--- config.mk ---
export PLATFORM = sky130hd
export DESIGN_NAME = range_feed_sequencer
export DESIGN_NICKNAME = d
export VERILOG_FILES = /design/src/rtl/range_feed_pkg.sv /design/src/rtl/sample_fifo.sv /design/src/rtl/range_feed_sequencer.sv
export SDC_FILE = /design/constraint.sdc
export NUM_CORES = 1
export LEC_CHECK = 0
export ABC_AREA = 1
export BUFFER_PORTS_ARGS = -buffer_cell sky130_fd_sc_hd__buf_2
export CORE_ASPECT_RATIO = 2
export CORE_MARGIN = 4
export CORE_UTILIZATION = 60
export CTS_CLUSTER_SIZE = 24
export DETAILED_ROUTE_END_ITERATION = 6
export PLACE_DENSITY = 0.91
export SYNTH_ARGS = -nofsm -noshare
export SYNTH_HDL_FRONTEND = slang
export SYNTH_SLANG_ARGS = --single-unit
--- constraint.sdc ---
create_clock -name clock -period 7.6 [get_ports clock]
set_clock_uncertainty 0.05 [all_clocks]
set_input_delay 0.38 -clock clock [delete_from_list [all_inputs] [get_ports clock]]
set_output_delay 0.38 -clock clock [all_outputs]
set_load 0.01 [all_outputs]
--- src/rtl/range_feed_pkg.sv ---
// Shared types for the range-finder feeder.
//   feed_state_t : sequencer state. It names what the output registers hold right now.
//   feed_entry_t : one FIFO entry at the default sample width, {last, data}.
//                  The top module packs the same layout into a WIDTH+1 vector,
//                  so it also works for non-default widths.
package range_feed_pkg;

    typedef enum logic [1:0] {
        IDLE   = 2'd0,
        START  = 2'd1,
        RUN    = 2'd2,
        FINISH = 2'd3
    } feed_state_t;

    localparam int FEED_WIDTH = 8;

    typedef struct packed {
        logic                  last;
        logic [FEED_WIDTH-1:0] data;
    } feed_entry_t;

endpackage

--- src/rtl/sample_fifo.sv ---
// Small synchronous FIFO that buffers {last, data} entries in front of the sequencer.
// The read and write pointers each carry an extra wrap bit, so full and empty
// both come straight from the pointer difference.
// Ports:
//   clock, reset   : clock and asynchronous active-high reset (reset empties the FIFO)
//   push, wr_data  : write request and entry; ignored while full
//   pop, rd_data   : read request and head entry; ignored while empty.
//                    rd_data is valid whenever !empty.
//   full, empty    : occupancy flags
module sample_fifo #(
    parameter int ENTRY_W = 9,
    parameter int DEPTH   = 4,
    localparam int AW     = $clog2(DEPTH)
) (
    input  logic               clock,
    input  logic               reset,
    input  logic               push,
    input  logic [ENTRY_W-1:0] wr_data,
    input  logic               pop,
    output logic [ENTRY_W-1:0] rd_data,
    output logic               full,
    output logic               empty
);

    logic [ENTRY_W-1:0] mem [DEPTH];
    logic [AW:0]        wr_ptr;
    logic [AW:0]        rd_ptr;
    logic [AW:0]        count;
    logic               do_push;
    logic               do_pop;

    assign count   = wr_ptr - rd_ptr;
    assign full    = (count == (AW+1)'(DEPTH));
    assign empty   = (count == '0);
    assign do_push = push & ~full;
    assign do_pop  = pop & ~empty;
    assign rd_data = mem[rd_ptr[AW-1:0]];

    always_ff @(posedge clock or posedge reset) begin
        if (reset) begin
            wr_ptr <= '0;
            rd_ptr <= '0;
        end else begin
            if (do_push) wr_ptr <= wr_ptr + 1'b1;
            if (do_pop)  rd_ptr <= rd_ptr + 1'b1;
        end
    end

    // Storage needs no reset: an entry is never read before it has been written.
    always_ff @(posedge clock) begin
        if (do_push) mem[wr_ptr[AW-1:0]] <= wr_data;
    end

endmodule

--- src/rtl/range_feed_sequencer.sv ---
// Replays buffered sample sequences into the range finder as go/finish/data.
// Ports:
//   clock, reset                 : clock and asynchronous active-high reset
//   in_data, in_valid, in_last   : incoming sample stream, with an end-of-sequence marker
//   in_ready                     : high whenever the FIFO is not full
//   data_out, go, finish         : registered range-finder protocol
//   seq_len                      : saturating sample count of the last completed sequence
//   busy                         : high when the sequencer is not IDLE
module range_feed_sequencer
    import range_feed_pkg::*;
#(
    parameter int WIDTH = 8,
    parameter int DEPTH = 4,
    parameter int LEN_W = 8
) (
    input  logic             clock,
    input  logic             reset,
    input  logic [WIDTH-1:0] in_data,
    input  logic             in_valid,
    input  logic             in_last,
    output logic             in_ready,
    output logic [WIDTH-1:0] data_out,
    output logic             go,
    output logic             finish,
    output logic [LEN_W-1:0] seq_len,
    output logic             busy
);

    localparam int ENTRY_W = WIDTH + 1;

    feed_state_t        state, state_n;
    logic               single, single_n;
    logic [LEN_W-1:0]   cnt, cnt_n, cnt_inc;
    logic [WIDTH-1:0]   data_q, data_n;
    logic               go_q, finish_q;
    logic [LEN_W-1:0]   seq_len_q;

    logic [ENTRY_W-1:0] rd_entry;
    logic               fifo_full, fifo_empty, fifo_pop;
    logic               rd_last;
    logic [WIDTH-1:0]   rd_data;

    assign in_ready = ~fifo_full;
    assign rd_last  = rd_entry[WIDTH];
    assign rd_data  = rd_entry[WIDTH-1:0];

    sample_fifo #(
        .ENTRY_W (ENTRY_W),
        .DEPTH   (DEPTH)
    ) u_fifo (
        .clock   (clock),
        .reset   (reset),
        .push    (in_valid & ~fifo_full),
        .wr_data ({in_last, in_data}),
        .pop     (fifo_pop),
        .rd_data (rd_entry),
        .full    (fifo_full),
        .empty   (fifo_empty)
    );

    // The counter sticks at all-ones, so seq_len saturates with no extra logic.
    assign cnt_inc = (cnt == {LEN_W{1'b1}}) ? cnt : cnt + LEN_W'(1);

    always_comb begin
        state_n  = state;
        single_n = single;
        cnt_n    = cnt;
        data_n   = data_q;
        fifo_pop = 1'b0;
        case (state)
            IDLE: begin
                if (!fifo_empty) begin
                    fifo_pop = 1'b1;
                    data_n   = rd_data;
                    cnt_n    = LEN_W'(1);
                    single_n = rd_last;
                    state_n  = START;
                end
            end
            START, RUN: begin
                if (state == START && single) begin
                    // A length-1 sequence shows its sample again, this time with finish.
                    state_n = FINISH;
                end else if (!fifo_empty) begin
                    fifo_pop = 1'b1;
                    data_n   = rd_data;
                    cnt_n    = cnt_inc;
                    state_n  = rd_last ? FINISH : RUN;
                end else begin
                    // Underrun: hold the current sample with go high. A repeated
                    // sample cannot move min/max, so the range result is unaffected.
                    state_n = RUN;
                end
            end
            FINISH: begin
                data_n   = '0;
                single_n = 1'b0;
                state_n  = IDLE;
            end
            default: begin
                data_n  = '0;
                state_n = IDLE;
            end
        endcase
    end

    always_ff @(posedge clock or posedge reset) begin
        if (reset) begin
            state     <= IDLE;
            single    <= 1'b0;
            cnt       <= '0;
            data_q    <= '0;
            go_q      <= 1'b0;
            finish_q  <= 1'b0;
            seq_len_q <= '0;
        end else begin
            state    <= state_n;
            single   <= single_n;
            cnt      <= cnt_n;
            data_q   <= data_n;
            // go and finish are decoded from the next state, so they change on the same edge as data_out.
            go_q     <= (state_n == START) || (state_n == RUN);
            finish_q <= (state_n == FINISH);
            if (state_n == FINISH && state != FINISH) seq_len_q <= cnt_n;
        end
    end

    assign data_out = data_q;
    assign go       = go_q;
    assign finish   = finish_q;
    assign seq_len  = seq_len_q;
    assign busy     = (state != IDLE);

endmodule

==> results.toml <==
[routing]
ant_nets = 0
wl_um = 7460
vias_per_cell = 5.90
drtIter0Drc = 150
wl_per_cell_um = 17.7
drtPass1Iterations = 5
route.detailed.drc = 0
vias = 2488

[final_layout]
layout_commonest_cell = "nand2_1"
drive_gt1_share_pct = 18.7
layout_common_cells = "nand2_1, edfxtp_1, dfrtp_1"
nets = 383
area_delta_synth_final_pct = 12.6
n_fill_cell = 376
num_antenna_cells = 0

[power]
p_leak_uw = 0.00172
peakVddDrop_mv = 0.324
p_per_area_nw_per_um2 = 494

[clocking]
insertion_delay_ns = 0.35
cts.reportedPaths.clkPinSlew_ns = 0.08
cts.repair.resized = 0
clock-root-buffer = "clkbuf_8"
cts.sinks = 71
cts_setup_buffers = 0
cts_hold_buf = 0
numCtsBuffers = 9
cts_tree = "built"
cts_max_level = 3
cts_buffer_depth = 2

[floorplanning]
initial_core_util_pct = 62.6
boundaryPins = 32
die_area_um2 = 6780
rows = 37
die_w_um = 60.3
dieHeight_um = 113
core_area_um2 = 5230

[yosys]
synthFlopType = "edfxtp_1"
syn_nets = 346
async_reset_ff_share_pct = 49.3
yosysSeqAreaShare_pct = 59.7
syn_area_um2 = 3280
synth-edff-count = 36
postSynthRegisterBits = 71
synth_cell_types = 33
syn_inst = 322
yosysWarnings = 0
postSynthAreaPerCell_um2 = 10.2

[timing]
max_freq_mhz = 302
hold_viol_final = 0
rsz0062_at_grt = "no"
setup-tns-final_ns = 0
maxSlewHeadroom_pct = 33.1
setup_slack_ns = 4.29
final.period_utilization_pct = 43.6
setup_viol = 0
fin_crit_ns = 3.31
worst_slew_pin_slew_ns = 1.00
slew_viol_final = 0

[grt]
grt_pass1_wl_um = 12400
grt_antenna_before_repair = 0
grt_max_degree = 36
grt_pass1_vias = 2539
grt_overflow = 0
track_usage_pct = 25.3

[critical_path]
crit_path_start_kind = "flop"
crit_path_end_kind = "flop"
cp.arrival_ns = 3.52
cp_max_fo = 21
crit_type = "reg -> reg"
required_ns = 7.80

[job]
cap_violations = 0

[place]
numPortBuffers = 31
place.gp.congestion = 0.984
dp_hpwl_um = 5280
dp_slack_ns = 4.38

[hold_path]
hold_path_class = "in -> async"

[status]
status = "complete, no violations"
cells by family (layout without fill, tap and decap cells):
kind of cell               count (synthesis)  count (layout)  synth area share, %
and+or+nand+nor                          132             132                 18.0
DFF                                       71              71                 59.7
AOI/OAI and AO/OA                         54              54                 10.6
buffers and inverters                     47              89                 5.50
adders and majority gates                 12              12                 4.58
xor gates and xnor gates                   6               6                 1.60
stage by stage:
step	instances	instance area (µm²)	hold slack, ns	total power (µW)	util, %
after floorplan	322	3280	0.429	1250	-
after global routing	422	3690	0.0986	1970	70.6
after detailed placement	406	3490	0.414	1500	66.6
after global placement	406	3490	0.419	1460	66.6
final	422	3690	0.0741	1820	70.6
after CTS	422	3690	0.0868	1820	70.6
sequential cells by signal (all words and copies together), names as in the netlist:
name / cells
seq_len: 8
cnt: 8
single: 1
u_fifo.rd_ptr: 3
state: 2
data_out: 8
u_fifo.wr_ptr: 3
u_fifo.mem: 36
go: 1
finish: 1
power breakdown:
group | internal (µW) | total, µW | switching, µW
combinational | 303 | 881 | 578
clock | 161 | 308 | 147
sequential | 543 | 635 | 91.6
synth_stat cells (2+ instances only):
master	instances	area, µm²
a21oi_1	11	55.1
a22oi_1	3	22.5
a32o_1	8	80.1
and2_1	2	12.5
buf_2	3	15.0
clkbuf_1	3	11.3
clkinv_1	2	7.51
dfrtp_1	35	876
edfxtp_1	36	1080
ha_1	12	150
inv_1	34	128
inv_2	5	18.8
nand2_1	70	263
nand2_2	6	37.5
nand3_1	18	90.1
nand4_1	4	25.0
nor2_1	23	86.3
nor3_1	2	10.0
o21ai_0	18	90.1
o21ai_2	2	17.5
o22ai_1	7	43.8
or2_2	3	18.8
xnor2_1	2	17.5
xor2_1	4	35.0
critical path, cell delays in order (launching register included):
cell      delay, ns
dfrtp_1        0.76
clkinv_1       0.57
a21oi_1        0.29
a22o_1         0.20
nor2_1         0.06
nand2_1        0.05
nand3_1        0.07
o21ai_0        0.10
inv_1          0.08
ha_1           0.23
nand2_1        0.19
inv_1          0.17
or2_2          0.30
nand2_1        0.07
inv_1          0.04
area by class of cell:
| class | count | area, µm² | area share, % |
|---|---|---|---|
| Sequential cell | 71 | 1960 | 53.0 |
| Multi-Input combinational cell | 204 | 1140 | 30.9 |
| Timing Repair Buffer | 32 | 163 | 4.41 |
| Inverter | 41 | 154 | 4.17 |
| Clock buffer | 10 | 138 | 3.73 |
| Tap cell | 58 | 72.6 | 1.97 |
| Clock inverter | 6 | 67.6 | 1.83 |
routing by layer:
metal	part of all wire (%)	vias up	track usage, %
met5	0	-	0
met1	34	1168	25.9
met2	55	118	43.0
met4	5.5	0	16.0
met3	5.2	39	6.79
li1	-	1163	-
final timing paths:
check | start | end | slack (ns) | depth (start not counted)
max in group asynchronous | reset | data_out[3] | 7.10 | 3
hold / removal | reset | data_out[0] | 0.07 | 3
min in group clock | in_data[1] | u_fifo.mem[0][1] | 0.18 | 1
setup / recovery | u_fifo.rd_ptr[0] | seq_len[2] | 4.29 | 14
hold reg to reg | seq_len[7] | seq_len[7] | 0.43 | 2
setup reg to reg | u_fifo.rd_ptr[0] | seq_len[2] | 4.29 | 14
(Power assumes the default switching activity.)
